`src/rtl/lvds_channel_sequencer.sv`:
```
// Steps an LVDS line selector through the enabled channels of a latched mask,
// holding each channel for a dwell time followed by an optional all-off guard gap.
//
// state   | meaning
// --------+----------------------------------------------------------
// S_IDLE  | no scan in progress, waiting for start
// S_DWELL | channel j driven (ch_en=1) for the latched dwell length
// S_GAP   | guard interval after a channel, all lines off, j held
module lvds_channel_sequencer #(
    parameter int DWELL_W    = 16,
    parameter int GAP_CYCLES = 4
) (
    input  logic               clk_100Mz,
    input  logic               rst_n,
    input  logic               start,
    input  logic               stop,
    input  logic               continuous,
    input  logic [7:0]         ch_mask,
    input  logic [DWELL_W-1:0] dwell_len,
    output logic [2:0]         j,
    output logic               ch_en,
    output logic               busy,
    output logic               scan_done,
    output logic [15:0]        scan_cnt,
    output logic               err_mask_empty
);

    localparam int GAP_W = (GAP_CYCLES > 1) ? $clog2(GAP_CYCLES) : 1;
    localparam logic [GAP_W-1:0] GAP_LOAD = (GAP_CYCLES > 0) ? GAP_W'(GAP_CYCLES - 1) : '0;

    typedef enum logic [1:0] {
        S_IDLE  = 2'd0,
        S_DWELL = 2'd1,
        S_GAP   = 2'd2
    } state_t;

    state_t             r_state,   w_state_nx;
    logic [2:0]         r_j,       w_j_nx;
    logic               r_ch_en,   w_ch_en_nx;
    logic               r_busy,    w_busy_nx;
    logic               r_done,    w_done_nx;
    logic               r_err,     w_err_nx;
    logic [15:0]        r_scan_cnt, w_scan_cnt_nx;
    logic [DWELL_W-1:0] r_dcnt,    w_dcnt_nx;
    logic [GAP_W-1:0]   r_gcnt,    w_gcnt_nx;
    logic [7:0]         r_mask,    w_mask_nx;
    logic [DWELL_W-1:0] r_dwell,   w_dwell_nx;
    logic               w_advance;
    logic [7:0]         w_above;

    function automatic logic [2:0] f_lowest(input logic [7:0] m);
        logic [2:0] idx;
        idx = '0;
        for (int k = 7; k >= 0; k--) begin
            if (m[k]) idx = 3'(k);
        end
        return idx;
    endfunction

    // Down-counter reload value; a zero dwell still gives one active cycle.
    function automatic logic [DWELL_W-1:0] f_dwell_load(input logic [DWELL_W-1:0] d);
        return (d == '0) ? '0 : d - DWELL_W'(1);
    endfunction

    // Enabled channels strictly above the current one.
    assign w_above = r_mask & (8'hFE << r_j);

    always_ff @(posedge clk_100Mz or negedge rst_n) begin
        if (!rst_n) begin
            r_state    <= S_IDLE;
            r_j        <= '0;
            r_ch_en    <= 1'b0;
            r_busy     <= 1'b0;
            r_done     <= 1'b0;
            r_err      <= 1'b0;
            r_scan_cnt <= '0;
            r_dcnt     <= '0;
            r_gcnt     <= '0;
            r_mask     <= '0;
            r_dwell    <= '0;
        end else begin
            r_state    <= w_state_nx;
            r_j        <= w_j_nx;
            r_ch_en    <= w_ch_en_nx;
            r_busy     <= w_busy_nx;
            r_done     <= w_done_nx;
            r_err      <= w_err_nx;
            r_scan_cnt <= w_scan_cnt_nx;
            r_dcnt     <= w_dcnt_nx;
            r_gcnt     <= w_gcnt_nx;
            r_mask     <= w_mask_nx;
            r_dwell    <= w_dwell_nx;
        end
    end

    always_comb begin
        w_state_nx    = r_state;
        w_j_nx        = r_j;
        w_ch_en_nx    = r_ch_en;
        w_busy_nx     = r_busy;
        w_done_nx     = 1'b0;
        w_err_nx      = 1'b0;
        w_scan_cnt_nx = r_scan_cnt;
        w_dcnt_nx     = r_dcnt;
        w_gcnt_nx     = r_gcnt;
        w_mask_nx     = r_mask;
        w_dwell_nx    = r_dwell;
        w_advance     = 1'b0;

        case (r_state)
            S_IDLE: begin
                if (start && !stop) begin
                    if (ch_mask != 8'h00) begin
                        w_mask_nx  = ch_mask;
                        w_dwell_nx = dwell_len;
                        w_state_nx = S_DWELL;
                        w_j_nx     = f_lowest(ch_mask);
                        w_ch_en_nx = 1'b1;
                        w_busy_nx  = 1'b1;
                        w_dcnt_nx  = f_dwell_load(dwell_len);
                    end else begin
                        w_err_nx = 1'b1;
                    end
                end
            end
            S_DWELL: begin
                if (r_dcnt != '0) begin
                    w_dcnt_nx = r_dcnt - DWELL_W'(1);
                end else if (GAP_CYCLES > 0) begin
                    w_state_nx = S_GAP;
                    w_ch_en_nx = 1'b0;
                    w_gcnt_nx  = GAP_LOAD;
                end else begin
                    w_advance = 1'b1;
                end
            end
            S_GAP: begin
                if (r_gcnt != '0) begin
                    w_gcnt_nx = r_gcnt - GAP_W'(1);
                end else begin
                    w_advance = 1'b1;
                end
            end
            default: begin
                w_state_nx = S_IDLE;
            end
        endcase

        if (w_advance) begin
            if (w_above != 8'h00) begin
                w_state_nx = S_DWELL;
                w_j_nx     = f_lowest(w_above);
                w_ch_en_nx = 1'b1;
                w_dcnt_nx  = f_dwell_load(r_dwell);
            end else begin
                w_done_nx     = 1'b1;
                w_scan_cnt_nx = r_scan_cnt + 16'd1;
                if (continuous) begin
                    w_state_nx = S_DWELL;
                    w_j_nx     = f_lowest(r_mask);
                    w_ch_en_nx = 1'b1;
                    w_dcnt_nx  = f_dwell_load(r_dwell);
                end else begin
                    w_state_nx = S_IDLE;
                    w_j_nx     = '0;
                    w_ch_en_nx = 1'b0;
                    w_busy_nx  = 1'b0;
                end
            end
        end

        // Abort overrides everything, including a coincident end of pass.
        if (stop && (r_state != S_IDLE)) begin
            w_state_nx    = S_IDLE;
            w_j_nx        = '0;
            w_ch_en_nx    = 1'b0;
            w_busy_nx     = 1'b0;
            w_done_nx     = 1'b0;
            w_scan_cnt_nx = r_scan_cnt;
        end
    end

    assign j              = r_j;
    assign ch_en          = r_ch_en;
    assign busy           = r_busy;
    assign scan_done      = r_done;
    assign scan_cnt       = r_scan_cnt;
    assign err_mask_empty = r_err;

endmodule

```
`config.mk`:
```
export PLATFORM = sky130hd
export DESIGN_NAME = lvds_channel_sequencer
export DESIGN_NICKNAME = d
export VERILOG_FILES = /design/src/rtl/lvds_channel_sequencer.sv
export SDC_FILE = /design/constraint.sdc
export NUM_CORES = 1
export LEC_CHECK = 0
export BUFFER_PORTS_ARGS = -buffer_cell sky130_fd_sc_hd__buf_4
export CORE_UTILIZATION = 59
export DETAILED_ROUTE_END_ITERATION = 12
export PLACE_DENSITY = 0.91
export SETUP_SLACK_MARGIN = 0.2
export SLEW_MARGIN = 5
export SYNTH_ARGS = -nofsm -noshare
export SYNTH_HDL_FRONTEND = slang
export SYNTH_SLANG_ARGS = --single-unit
export TNS_END_PERCENT = 20
```
`constraint.sdc`:
```
create_clock -name clk_100Mz -period 3 [get_ports clk_100Mz]
set_input_delay 0.45 -clock clk_100Mz [delete_from_list [all_inputs] [get_ports clk_100Mz]]
set_output_delay 0.45 -clock clk_100Mz [all_outputs]
set_load 0.03 [all_outputs]
```
# Word-level counts from Yosys, hierarchy flattened
# Index checks and enable logic that the tools add are counted.
# W data, S select, Z words.
# word_totals
reg_bits,67
input_bits,29
# classes
n_addsub,5
eq_ne,8
shifts,1
muxes,74
bitwise,3
reduce_logical,22
# ops
cell,n
$mux W16,8
$mux W3,31
$sub A16 B1 Y16 const B,3
$logic_not A16 Y1,2
$pmux W16 S2,1
$mux W1,24
$add A16 B1 Y16 const B,1
$reduce_bool A16 Y1,1
$reduce_bool A8 Y1,2
$mux W2,7
$ne A4 B4 Y1 const B,3
$reduce_and A3 Y1,4
$reduce_bool A3 Y1,3
$and A8 B8 Y8,1
$reduce_and A4 Y1,2
$shl A8 B3 Y8 const A,1
$pmux W2 S3,1
$reduce_bool A2 Y1,3
$ne A2 B2 Y1 const B,2
$pmux W2 S2,1
$reduce_bool A4 Y1,1
$ne A3 B3 Y1 const B,1
$eq A2 B1 Y1 const B,1
$eq A2 B2 Y1 const B,1
other kinds (6),8

# Logic depth before layout (Yosys ltp)
# Gate-level depths: netlist (run 1).
# logic_depth
depth_word,13
depth_mapped,9
mapped_depth_nobuf,8

# Worst setup path before layout (run 1)
# No wires, ideal clock.
# synth_timing
path_kind,input-to-reg
startpoint,in dwell_len[6]
endpoint,reg r_dcnt[2]
arrival_ps,2123
t_required_ps,2871
slack_ps,748
cell_stages,6
path_cell_list,nor4_1 > nand2_1 > o41ai_2 > inv_2 > a221oi_1 > a21oi_1
# synth_via
elab_chain_len,8
# synth_lines
element,line,text
start: declaration,19,"input logic [DWELL_W-1:0] dwell_len,"
$logic_not A16 Y1 (*),62,return (d == '0) ? '0 : d - DWELL_W'(1);
$mux W16 (*),62,
$mux W16 (*),113,if (ch_mask != 8'h00) begin
$mux W16 (*),112,if (start && !stop) begin
$pmux W16 S2 (*),110,case (r_state)
$mux W16,158,if (continuous) begin
$mux W16,150,if (w_above != 8'h00) begin
$mux W16 (*),149,if (w_advance) begin
named net w_dcnt_nx[2],44,"logic [DWELL_W-1:0] r_dcnt, w_dcnt_nx;"
end signal: assignment,89,r_dcnt <= w_dcnt_nx;
end: declaration,44,
# Mark *: on every way through the listed nets, which the timed path passes. The rest lies on a longest branch.
# A chain may end at the register's enable or synchronous reset.

# Final worst setup path (run 1)
# layout_timing
startpoint,"reg r_j[1], in the netlist j[1]"
endpoint,reg r_dcnt[12]
# layout_via
elab_chain_len,5
# layout_lines
element,line,text
start: declaration,38,"logic [2:0] r_j, w_j_nx;"
start signal: assignment,83,r_j <= w_j_nx;
$shl A8 B3 Y8,66,assign w_above = r_mask & (8'hFE << r_j);
$and A8 B8 Y8,66,
$reduce_bool A8 Y1,150,
$mux W16,150,
$mux W16,149,
named net w_dcnt_nx[12],44,
# The timed path passes the listed nets, and every way through them passes these cells.

==> results by group, run 1 <==
Run status
  – Status: finished clean

Routing
  – Post-DR wirelength/cell: 16.9 um
  – DRT Pass-1 Iters: 5
  – Vias/cell: between 6 and 7
  – Final wirelength: between 10,000 and 15,000 um
  – Antenna Violating Nets Remaining: 0
  – DRC violations left: 0
  – 1st-iter DRT viols: ~450
  – DR vias: just over 4,000

Critical path
  – Crit-path cells: o32ai_1 -> o31a_1 -> a221o_1 -> a2bb2oi_1
  – Arr. time, crit path: 2740 ps
  – Worst setup path class: reg2reg
  – R2R setup slack: approximately 520 ps
  – Slowest stage delay, CP: about 840 ps
  – Critical path peak fanout: 18
  – CP Data Required Time: approximately 3300 ps
  – Setup crit start kind: flip-flop
  – CP Capture Type: flip-flop
  – Slowest CP cell: o32ai_1

Timing
  – Hold_ws: 209 ps
  – Final setup vio count: 0
  – Slew of the pin with the lowest slew margin: 894 ps
  – Slew Limit Fails: 0
  – FMAX: ~0.40 GHz
  – Max_slew headroom: 0.402
  – Setup TNS: 0 ps
  – Min Tclk post-route: between 2000 and 2500 ps
  – Fin. Hold Viols: 0
  – Period utilisation layout: 0.825
  – RSZ-0062 raised after global routing: no
  – Clock skew: about 10 ps

Finish
  – Commonest non-fill, non-tap cell in the layout: nand2_1
  – Share of layout cells above drive strength 1: 0.174
  – Final #Nets: between 500 and 600
  – Most frequent cells in the layout: nand2_1 (80), dfrtp_1 (67), buf_4 (62), nor2_1 (34), a21oi_1 (34)
  – Diodes inserted: 0
  – Core Util, Final: 0.721
  – Design Area, Final: between 0.004 and 0.005 mm^2
  – Area added between synthesis and finish: 17.3%

Placed design
  – Post-DP HPWL: just under 8000 um
  – GP Congestion: 0.949
  – Number of I/O port buffers: around 50
  – Placed Area: 0.00472 mm^2

Logic synthesis
  – Synth Area in XOR/XNOR: 0.0809
  – Post-Synth Adder-Cell Area: 0.0178
  – Synth area leaders: dfrtp_1 (40%), nand2_1 (7.1%), xnor2_1 (4.8%)
  – Most used DFF post-synth: dfrtp_1
  – #FFs+latches synth: between 60 and 70
  – Synthesized instance count: 500
  – Netlist cell types: 61
  – Simple-gate share of the synthesized area: 0.275
  – Top cell type's share of synthesized area: 0.397
  – Synth Cell Area: 0.00422 mm^2
  – EDFF count, synth: 0
  – Post-synth top area cell: dfrtp_1
  – YS warnings: 0
  – Syn avg cell area: approximately 8.4 um^2
  – Seq/Total Area, Yosys: 0.397
  – Async set or reset register ratio after synthesis: 1.00
  – Post-synth net total: 535
  – Proportion of synthesized area in mux cells: 0.0175
  – Largest family of logic cells by synthesized area: simple AND/OR/NAND/NOR gates
  – Synth Area in Compound Gates: 0.177

Clock network
  – Clk Tree Root Cell: clkbuf_8
  – Total CTS buffers: 9
  – # hold bufs at CTS: 0
  – CTS Sinks: 67
  – Post-cts repair resize count: 0
  – Postcts setup bufs: 0
  – CTS tree: built
  – Worst-Skew Late Latency: 350 ps
  – CTS clk-pin slew, worst paths: approximately 70 ps
  – Longest Clk Path Bufs: 2
  – CTS H-tree depth: 3

Power and ir drop
  – PD cells: between 500 and 600 mW/mm^2
  – VDD IR max: between 300 and 400 uV
  – Leak Pwr: around 2.2 nW

GRT
  – Pin count of the biggest net entering global routing: between 60 and 70
  – Total grt overflow: 0
  – Initial antenna violation count: 0
  – Total GRT Usage: 0.319
  – Vias in the first global route: 3,932
  – First-pass GRT wire length: around 19,000 um

Job
  – Max_cap viols: 0

Floorplanning
  – Initial Util: 0.614
  – Die Height: approximately 87 um
  – Die ar.: 0.00750 mm^2
  – # rows: 30
  – Core ar.: approximately 0.0069 mm^2
  – DIE WIDTH: a little under 90 um
  – Number of I/O pins: 52

Worst hold path
  – Hold Path Class: in2async
[critical path, delay by kind of cell, from the launching register on]
family          cells  cell delay, ps
compound gates      4            1890
flops               1             510
[final cells by class]
type | instances | area (um^2)
inverter | 16 | 60.1
tap | 96 | 120
clock inverter | 6 | 88.8
timing repair buffer | 62 | 465
fill | 532 | 1920
clock buffer | 10 | 138
multi-input combinational | 396 | 2400
sequential | 67 | 1680
[worst paths after layout]
kind | endpoint | start | depth (start not counted)
max | r_dcnt[12]$_DFF_PN0_ | j[1]$_DFFE_PN0P_ | 4
min | r_mask[5]$_DFFE_PN0P_ | rst_n | 1
max reg2reg | r_dcnt[12]$_DFF_PN0_ | j[1]$_DFFE_PN0P_ | 4
min reg2reg | scan_cnt[15]$_DFFE_PN0P_ | scan_cnt[15]$_DFFE_PN0P_ | 1
max in group asynchronous | r_dwell[7]$_DFFE_PN0P_ | rst_n | 1
min in group clk_100Mz | r_dwell[9]$_DFFE_PN0P_ | dwell_len[9] | 3
[cell families (layout without fill, tap and decap cells)]
kind of cell,count (synthesis),after routing
adder cells (fa/ha/maj),6,6
XOR/XNOR,39,39
AND/OR/NAND/NOR,227,227
flip-flops,67,67
AO/OA/AOI/OAI,117,117
buffers and inverters,37,94
multiplexers,7,7
[cell usage after synthesis, types with 3 or more instances]
library cell / number
buf_2: 5
inv_1: 15
a21o_1: 3
or2_2: 5
nand2_1: 80
nand3b_1: 3
or4_1: 7
nand3_1: 9
a22oi_1: 3
and2_1: 3
nor3_1: 17
nor2_1: 34
o31ai_1: 5
xnor2_1: 23
dfrtp_1: 67
ha_1: 6
or3_1: 5
nand2b_1: 9
nor2b_1: 7
o21bai_1: 3
and3_1: 5
mux2_2: 3
a31oi_1: 6
nor4_1: 15
nand4_1: 16
xor2_1: 16
a21oi_1: 35
o22ai_1: 6
o21ai_0: 28
mux2i_1: 4
a221oi_1: 3
clkbuf_1: 15
[per-layer routing]
| layer | GRT usage | share of wire |
|---|---|---|
| met1 | 0.431 | 0.43 |
| met2 | 0.510 | 0.48 |
| met4 | 0.139 | 0.024 |
| met5 | 0 | 0 |
| met3 | 0.0495 | 0.073 |
[registers in the layout, indices dropped and copies added (netlist names)]
| signal | count |
|---|---|
| scan_done | 1 |
| scan_cnt | 16 |
| r_state | 2 |
| r_dcnt | 16 |
| ch_en | 1 |
| busy | 1 |
| r_dwell | 16 |
| r_gcnt | 2 |
| err_mask_empty | 1 |
| j | 3 |
| r_mask | 8 |
[stage by stage]
stage	std cells	power (W)	setup WS, ps
global placement	637	0.00181	703
global route	653	0.00284	395
detailed placement	637	0.00184	630
CTS	653	0.00270	566
floorplan	500	0.00161	748
finish	653	0.00271	524
[power breakdown]
group	switching (W)	leakage [nW]	internal (W)	total, W
Combinational	0.000377	1.21	0.000284	0.000661
Clock	0.000366	0.108	0.000490	0.000856
Sequential	0.000170	0.863	0.00102	0.00119
No activity file was read; power rests on OpenSTA's default activity.
==> run 2, diff against run 1 <==
Settings changed: ABC_AREA set to 1, CORE_UTILIZATION 59 to 60.
Clock period 3 ns to 2.5 ns, I/O delays scaled along.
==> run 2 against run 1 <==
Cell area increased by 9.9%. Combinational power increased by 88%. Flip-flop and latch count unchanged. Area after synthesis increased by 12%. Sequential share of layout area decreased by 3.0 points. Clock power increased by 25%. Synthesized cell count increased by 42%. Total power increased by 42%. Final cell count increased by 33%. Critical path type unchanged. Largest power group unchanged. Highest routed layer unchanged.
==> results by group, run 2 <==
Critical path
  – Worst setup path class: reg2reg
  – Critical path peak fanout: 12
  – CP Data Required Time: about 2800 ps
  – R2R setup slack: 490 ps
  – CP Capture Type: flip-flop
  – Worst R2R Path Depth: 8
  – Arr. time, crit path: approximately 2300 ps
  – Setup crit start kind: flip-flop

Worst hold path
  – Hold Path Class: in2async

Placed design
  – Worst slack, placed: 372 ps
  – Number of I/O port buffers: 51
  – GP Congestion: a little under 1
  – Post-Place Cells: 855
  – Post-DP HPWL: approximately 9800 um

Clock network
  – Clk Tree Root Cell: clkbuf_8
  – CTS Sinks: 67
  – Worst-Skew Late Latency: 370 ps
  – # hold bufs at CTS: 0
  – Postcts setup bufs: 0
  – CTS clk-pin slew, worst paths: 70 ps
  – CTS H-tree depth: 3
  – Total CTS buffers: 9
  – Longest Clk Path Bufs: 2
  – CTS tree: built
  – Post-cts repair resize count: 0

Power and ir drop
  – PD cells: between 700 and 800 mW/mm^2
  – VDD IR max: approximately 420 uV
  – Leak Pwr: 2.75 nW

Routing
  – Post-DR wirelength/cell: 15.3 um
  – DR vias: approximately 5,000
  – DRT Pass-1 Iters: 7
  – Final wirelength: 13,300 um
  – Vias/cell: slightly below 6
  – DRC violations left: 0
  – Antenna Violating Nets Remaining: 0
  – 1st-iter DRT viols: between 400 and 500

Logic synthesis
  – Post-synth top area cell: dfrtp_1
  – Syn avg cell area: roughly 6.7 um^2
  – Synthesized instance count: around 700
  – Top cell type's share of synthesized area: 0.355
  – EDFF count, synth: 0
  – Commonest cells in the netlist: nand2_1 (203), nor2_1 (100), inv_1 (78)
  – Post-synth net total: about 740
  – Async set or reset register ratio after synthesis: 1.00
  – YS warnings: 0
  – Seq/Total Area, Yosys: 0.355
  – Synth Cell Area: around 0.0047 mm^2
  – Most common cell in the netlist: nand2_1
  – Synth area leaders: dfrtp_1 (35%), nand2_1 (16%), nor2_1 (7.9%)
  – #FFs+latches synth: 67
  – Most used DFF post-synth: dfrtp_1
  – Netlist cell types: 39

GRT
  – First-pass GRT wire length: between 20,000 and 25,000 um
  – Total grt overflow: 0
  – Total GRT Usage: 0.339
  – Pin count of the biggest net entering global routing: 68
  – Vias in the first global route: 4,731
  – Initial antenna violation count: 0

Finish
  – Most frequent cells in the layout: nand2_1 (203), nor2_1 (100), inv_1 (78), dfrtp_1 (67), nand3_1 (58)
  – Diodes inserted: 0
  – Area added between synthesis and finish: 15.0%
  – Final std cells w/o fill: between 800 and 900
  – Commonest non-fill, non-tap cell in the layout: nand2_1
  – Final #Nets: ~800
  – Share of layout cells above drive strength 1: 0.129

Job
  – Max_cap viols: 0

Timing
  – Max_slew headroom: 0.432
  – Final setup vio count: 0
  – Min Tclk post-route: ~2000 ps
  – Slew Limit Fails: 0
  – FMAX: a little under 0.5 GHz
  – RSZ-0062 raised after global routing: no
  – Slew of the pin with the lowest slew margin: 853 ps
  – Fin. Hold Viols: 0
  – Post-route worst setup slack: about 500 ps
  – Clock skew: ~18 ps
  – Setup TNS: 0 ps
  – Period utilisation layout: 0.804
  – Hold_ws: 120 ps

Run status
  – Status: finished clean

Floorplanning
  – Die Height: 90.8 um
  – Die ar.: ~0.0082 mm^2
  – Number of I/O pins: 52
  – # rows: 32
  – Initial Util: 0.615
  – DIE WIDTH: 90.8 um
  – Core ar.: approximately 0.0077 mm^2
run 2: cell types whose count changed after synthesis, sizes merged, moves of 9 or more:
cell / change
inv: +67
nand2: +130
o21ai: +28
nand3: +50
nor4: -9
clkbuf: -13
or4: -9
a21oi: -18
nand2b: -9
xnor2: -14
nor2: +71
run 2: worst max-delay path: stages, from the launching register on:
cell and delay [ps]:
dfrtp_1 520, inv_2 160, nand2_1 130, inv_1 330, nand2_1 250, or2_2 340, o211ai_1 100, nand2_1 70
nand2_1 60
run 2: metrics by stage:
step                area (um^2)  power [W]   util
finish                     5440    0.00384  0.708
global placement           5200    0.00269  0.677
CTS                        5440    0.00380  0.708
global route               5440    0.00409  0.708
floorplan                  4730    0.00237      -
detailed placement         5200    0.00274  0.677
run 2: worst paths after layout:
| check | endpoint | start |
|---|---|---|
| max | r_dcnt[1]$_DFF_PN0_ | r_state[1]$_DFFE_PN0P_ |
| min | r_dcnt[12]$_DFF_PN0_ | rst_n |
| max reg2reg | r_dcnt[1]$_DFF_PN0_ | r_state[1]$_DFFE_PN0P_ |
| min reg2reg | r_gcnt[1]$_DFFE_PN0P_ | r_gcnt[1]$_DFFE_PN0P_ |
| max in group asynchronous | ch_en$_DFFE_PN0P_ | rst_n |
| min in group clk_100Mz | r_mask[6]$_DFFE_PN0P_ | ch_mask[6] |
run 2: per-layer routing:
metal  track usage  vias up  wire length, um
li1              -     2401                -
met5             0        -                0
met3        0.0640       54             1040
met4         0.132        0              381
met2         0.571      259             6310
met1         0.430     2306             5570
run 2: power breakdown:
group          switching [W]  internal, W  leakage, nW
Clock               0.000451     0.000619        0.112
Combinational       0.000790     0.000447         1.81
Sequential          0.000256      0.00128        0.828
run 2: kinds of logic (layout without fill, tap and decap cells):
family,Yosys count,in the layout,share of synthesized area
and+or+nand+nor,421,421,0.389
AOI/OAI and AO/OA,87,87,0.0990
DFF,67,67,0.355
buffers and inverters,95,156,0.0823
xor gates and xnor gates,32,32,0.0593
adders and majority gates,6,6,0.0159
run 2: final cells by class:
cell class,instances,area (um^2)
multi-input combinational,546,2660
fill,637,2250
sequential,67,1680
timing repair buffer,56,420
inverter,84,317
clock buffer,11,151
tap,102,128
clock inverter,5,83.8
==> run 3, diff against run 2 <==
Settings changed: CORE_UTILIZATION 60 to 54, PLACE_DENSITY 0.91 to 0.87.
Clock period 2.5 ns to 1.7 ns, I/O delays scaled along.
==> run 3 against run 2 <==
The run now ends with setup timing left. Maximum frequency increased by 13%. Clock skew decreased by 6.2 ps. Clock-buffer cell count decreased by 2. Combinational power increased by 100%. Wire length increased by 17%. Flip-flop and latch count unchanged. Critical path depth increased by 3.
==> results by group, run 3 (synthesis results as in run 2) <==
Clock network
  – CTS clk-pin slew, worst paths: ~90 ps
  – Total CTS buffers: 9
  – CTS Sinks: between 60 and 70
  – Worst-Skew Late Latency: between 300 and 400 ps
  – CTS H-tree depth: 3
  – CTS tree: built
  – Clk Tree Root Cell: clkbuf_8
  – Longest Clk Path Bufs: 2

Power and ir drop
  – Combinational power share: 0.421
  – Clock group share of total power: 0.207
  – Sequential power share: 0.371
  – Power after layout: approximately 0.0060 W
  – Power Internal: between 0.003 and 0.004 W
  – VDD IR max: 548 uV
  – Net Sw Power: ~0.0026 W
  – Leak Pwr: just over 3 nW
  – PD cells: around 960 mW/mm^2
  – Sw Ratio: 0.427

GRT
  – Vias in the first global route: 5,160
  – Initial antenna violation count: 0
  – Total grt overflow: 0
  – Pin count of the biggest net entering global routing: 38
  – Total GRT Usage: 0.347
  – First-pass GRT wire length: ~24,000 um

Routing
  – Post-DR wirelength/cell: roughly 17 um
  – DRC violations left: 0
  – DR vias: between 5,000 and 6,000
  – Vias/cell: 5.87
  – DRT Pass-1 Iters: 6
  – Antenna Violating Nets Remaining: 0
  – 1st-iter DRT viols: around 530
  – Final wirelength: between 15,000 and 20,000 um

Critical path
  – Worst path top cell family by delay: simple AND/OR/NAND/NOR gates
  – Worst R2R Path Depth: 11
  – Top cell by count, worst path: nand2_1
  – Slowest CP cell: dfrtp_2
  – Worst R2R End: j[0]$_DFFE_PN0P_
  – CP Capture Type: flip-flop
  – Arr. time, crit path: about 2000 ps
  – Setup crit start kind: flip-flop
  – Critical path peak fanout: 4
  – Crit-path cells: nor2_4 -> nand2_2 -> nor2_4 -> nor2_4 -> buf_4 -> a21oi_1 -> nand2_1 -> nand2_1 -> nand2_1 -> nand2_1 -> nand2_1
  – Slowest stage delay, CP: around 470 ps
  – CP Data Required Time: between 1500 and 2000 ps
  – R2r startpoint: j[0]$_DFFE_PN0P_
  – R2R setup slack: -70 ps
  – Worst setup path class: reg2reg
  – Worst path bufs/invs: 1

Timing
  – Slew Limit Fails: 0
  – Fin. Hold Viols: 0
  – Max_slew headroom: 0.673
  – Period utilisation layout: 1.04
  – Min Tclk post-route: roughly 1800 ps
  – Post-route worst setup slack: -73.7 ps
  – Hold_ws: ~110 ps
  – Final setup vio count: 8
  – FMAX: 0.564 GHz
  – Clock skew: about 12 ps
  – Slew of the pin with the lowest slew margin: between 400 and 500 ps
  – RSZ-0062 raised after global routing: yes

Placed design
  – Number of I/O port buffers: between 50 and 60
  – Post-DP HPWL: between 10,000 and 15,000 um
  – GP Congestion: a little under 1
  – Placed Area: between 0.005 and 0.006 mm^2
  – Post-Place Cells: 906

Job
  – Max_cap viols: 0

Floorplanning
  – # rows: 33
  – Die Height: between 90 and 100 um
  – Core ar.: roughly 0.0083 mm^2
  – Die ar.: 0.00913 mm^2
  – Number of I/O pins: 52
  – DIE WIDTH: 95.6 um
  – Initial Util: 0.567

Finish
  – Commonest non-fill, non-tap cell in the layout: nand2_1
  – Core Util, Final: 0.748
  – Design Area, Final: about 0.0062 mm^2
  – Diodes inserted: 0
  – Fill count: 620
  – Area added between synthesis and finish: 32.0%
  – Share of layout cells above drive strength 1: 0.272
  – Most frequent cells in the layout: nand2_1 (195), buf_4 (112), nor2_1 (83), inv_1 (76), dfrtp_1 (60)
  – Final #Nets: about 860
  – Final std cells w/o fill: around 940

Worst hold path
  – Worst hold start: ch_mask[6]
  – Hold Path Depth: 3
  – Hold path endpoint: r_mask[6]$_DFFE_PN0P_
  – Hold Path Class: in2reg

Run status
  – Failing checks: setup timing
  – Status: finished, violations left
## run 3: timing repair
action                     in CTS  in global routing
buffers inserted               11                  5
hold endpoints to repair       35                  0
resized for setup              43                 49
hold buffers                    1                  0
pin swaps                      16                 11
setup endpoints to repair      40                 54
## run 3: layout make-up
cell class,count,area [um^2],area share
Sequential cell,67,1690,0.270
Clock inverter,7,52.6,0.00842
Timing Repair Buffer,121,948,0.152
Multi-Input combinational cell,546,2980,0.477
Inverter,84,325,0.0521
Tap cell,105,131,0.0210
Clock buffer,9,124,0.0198
## run 3: worst max-delay path by stage
stage	startpoint	endpoint	slack, ps	cells past startpoint
3_5_place_dp	dwell_len[1]	r_dcnt[3]$_DFF_PN0_	-190	12
3_3_place_gp	dwell_len[1]	r_dcnt[2]$_DFF_PN0_	-100	12
5_1_grt	j[0]$_DFFE_PN0P_	j[0]$_DFFE_PN0P_	-130	11
6_report	j[0]$_DFFE_PN0P_	j[0]$_DFFE_PN0P_	-70	11
2_1_floorplan	j[2]$_DFFE_PN0P_	scan_cnt[5]$_DFFE_PN0P_	100	9
4_1_cts	j[1]$_DFFE_PN0P_	scan_cnt[0]$_DFFE_PN0P_	30	8
## run 3: stage by stage
stage          worst slack [ps]  TNS [ps]
2_1_floorplan              98.3         0
3_3_place_gp              -95.7      -594
3_5_place_dp               -193     -1680
4_1_cts                    33.7         0
5_1_grt                    -126     -1290
6_report                  -73.7      -157
## run 3: worst register-to-register path, cell delays in order (launching register included)
cell and delay, ps:
dfrtp_2 470, nor2_4 180, nand2_2 110, nor2_4 150, nor2_4 70, buf_4 140
a21oi_1 170, nand2_1 90, nand2_1 60, nand2_1 60, nand2_1 100, nand2_1 60
## run 3: power groups by stage
stage / Clock [W] / Sequential [W] / Combinational, W
after floorplan: 0 / 0.00220 / 0.00130
after global placement: 0 / 0.00218 / 0.00208
after detailed placement: 0 / 0.00220 / 0.00214
after CTS: 0.00123 / 0.00218 / 0.00230
after global routing: 0.00130 / 0.00224 / 0.00277
final: 0.00124 / 0.00222 / 0.00252
## run 3: layer usage
| metal | up-vias | global-route usage | wire (um) |
|---|---|---|---|
| met4 | 0 | 0.149 | 608 |
| met3 | 71 | 0.0534 | 1510 |
| met1 | 2545 | 0.468 | 6200 |
| li1 | 2522 | - | - |
| met5 | - | 0 | 0 |
| met2 | 375 | 0.553 | 7200 |
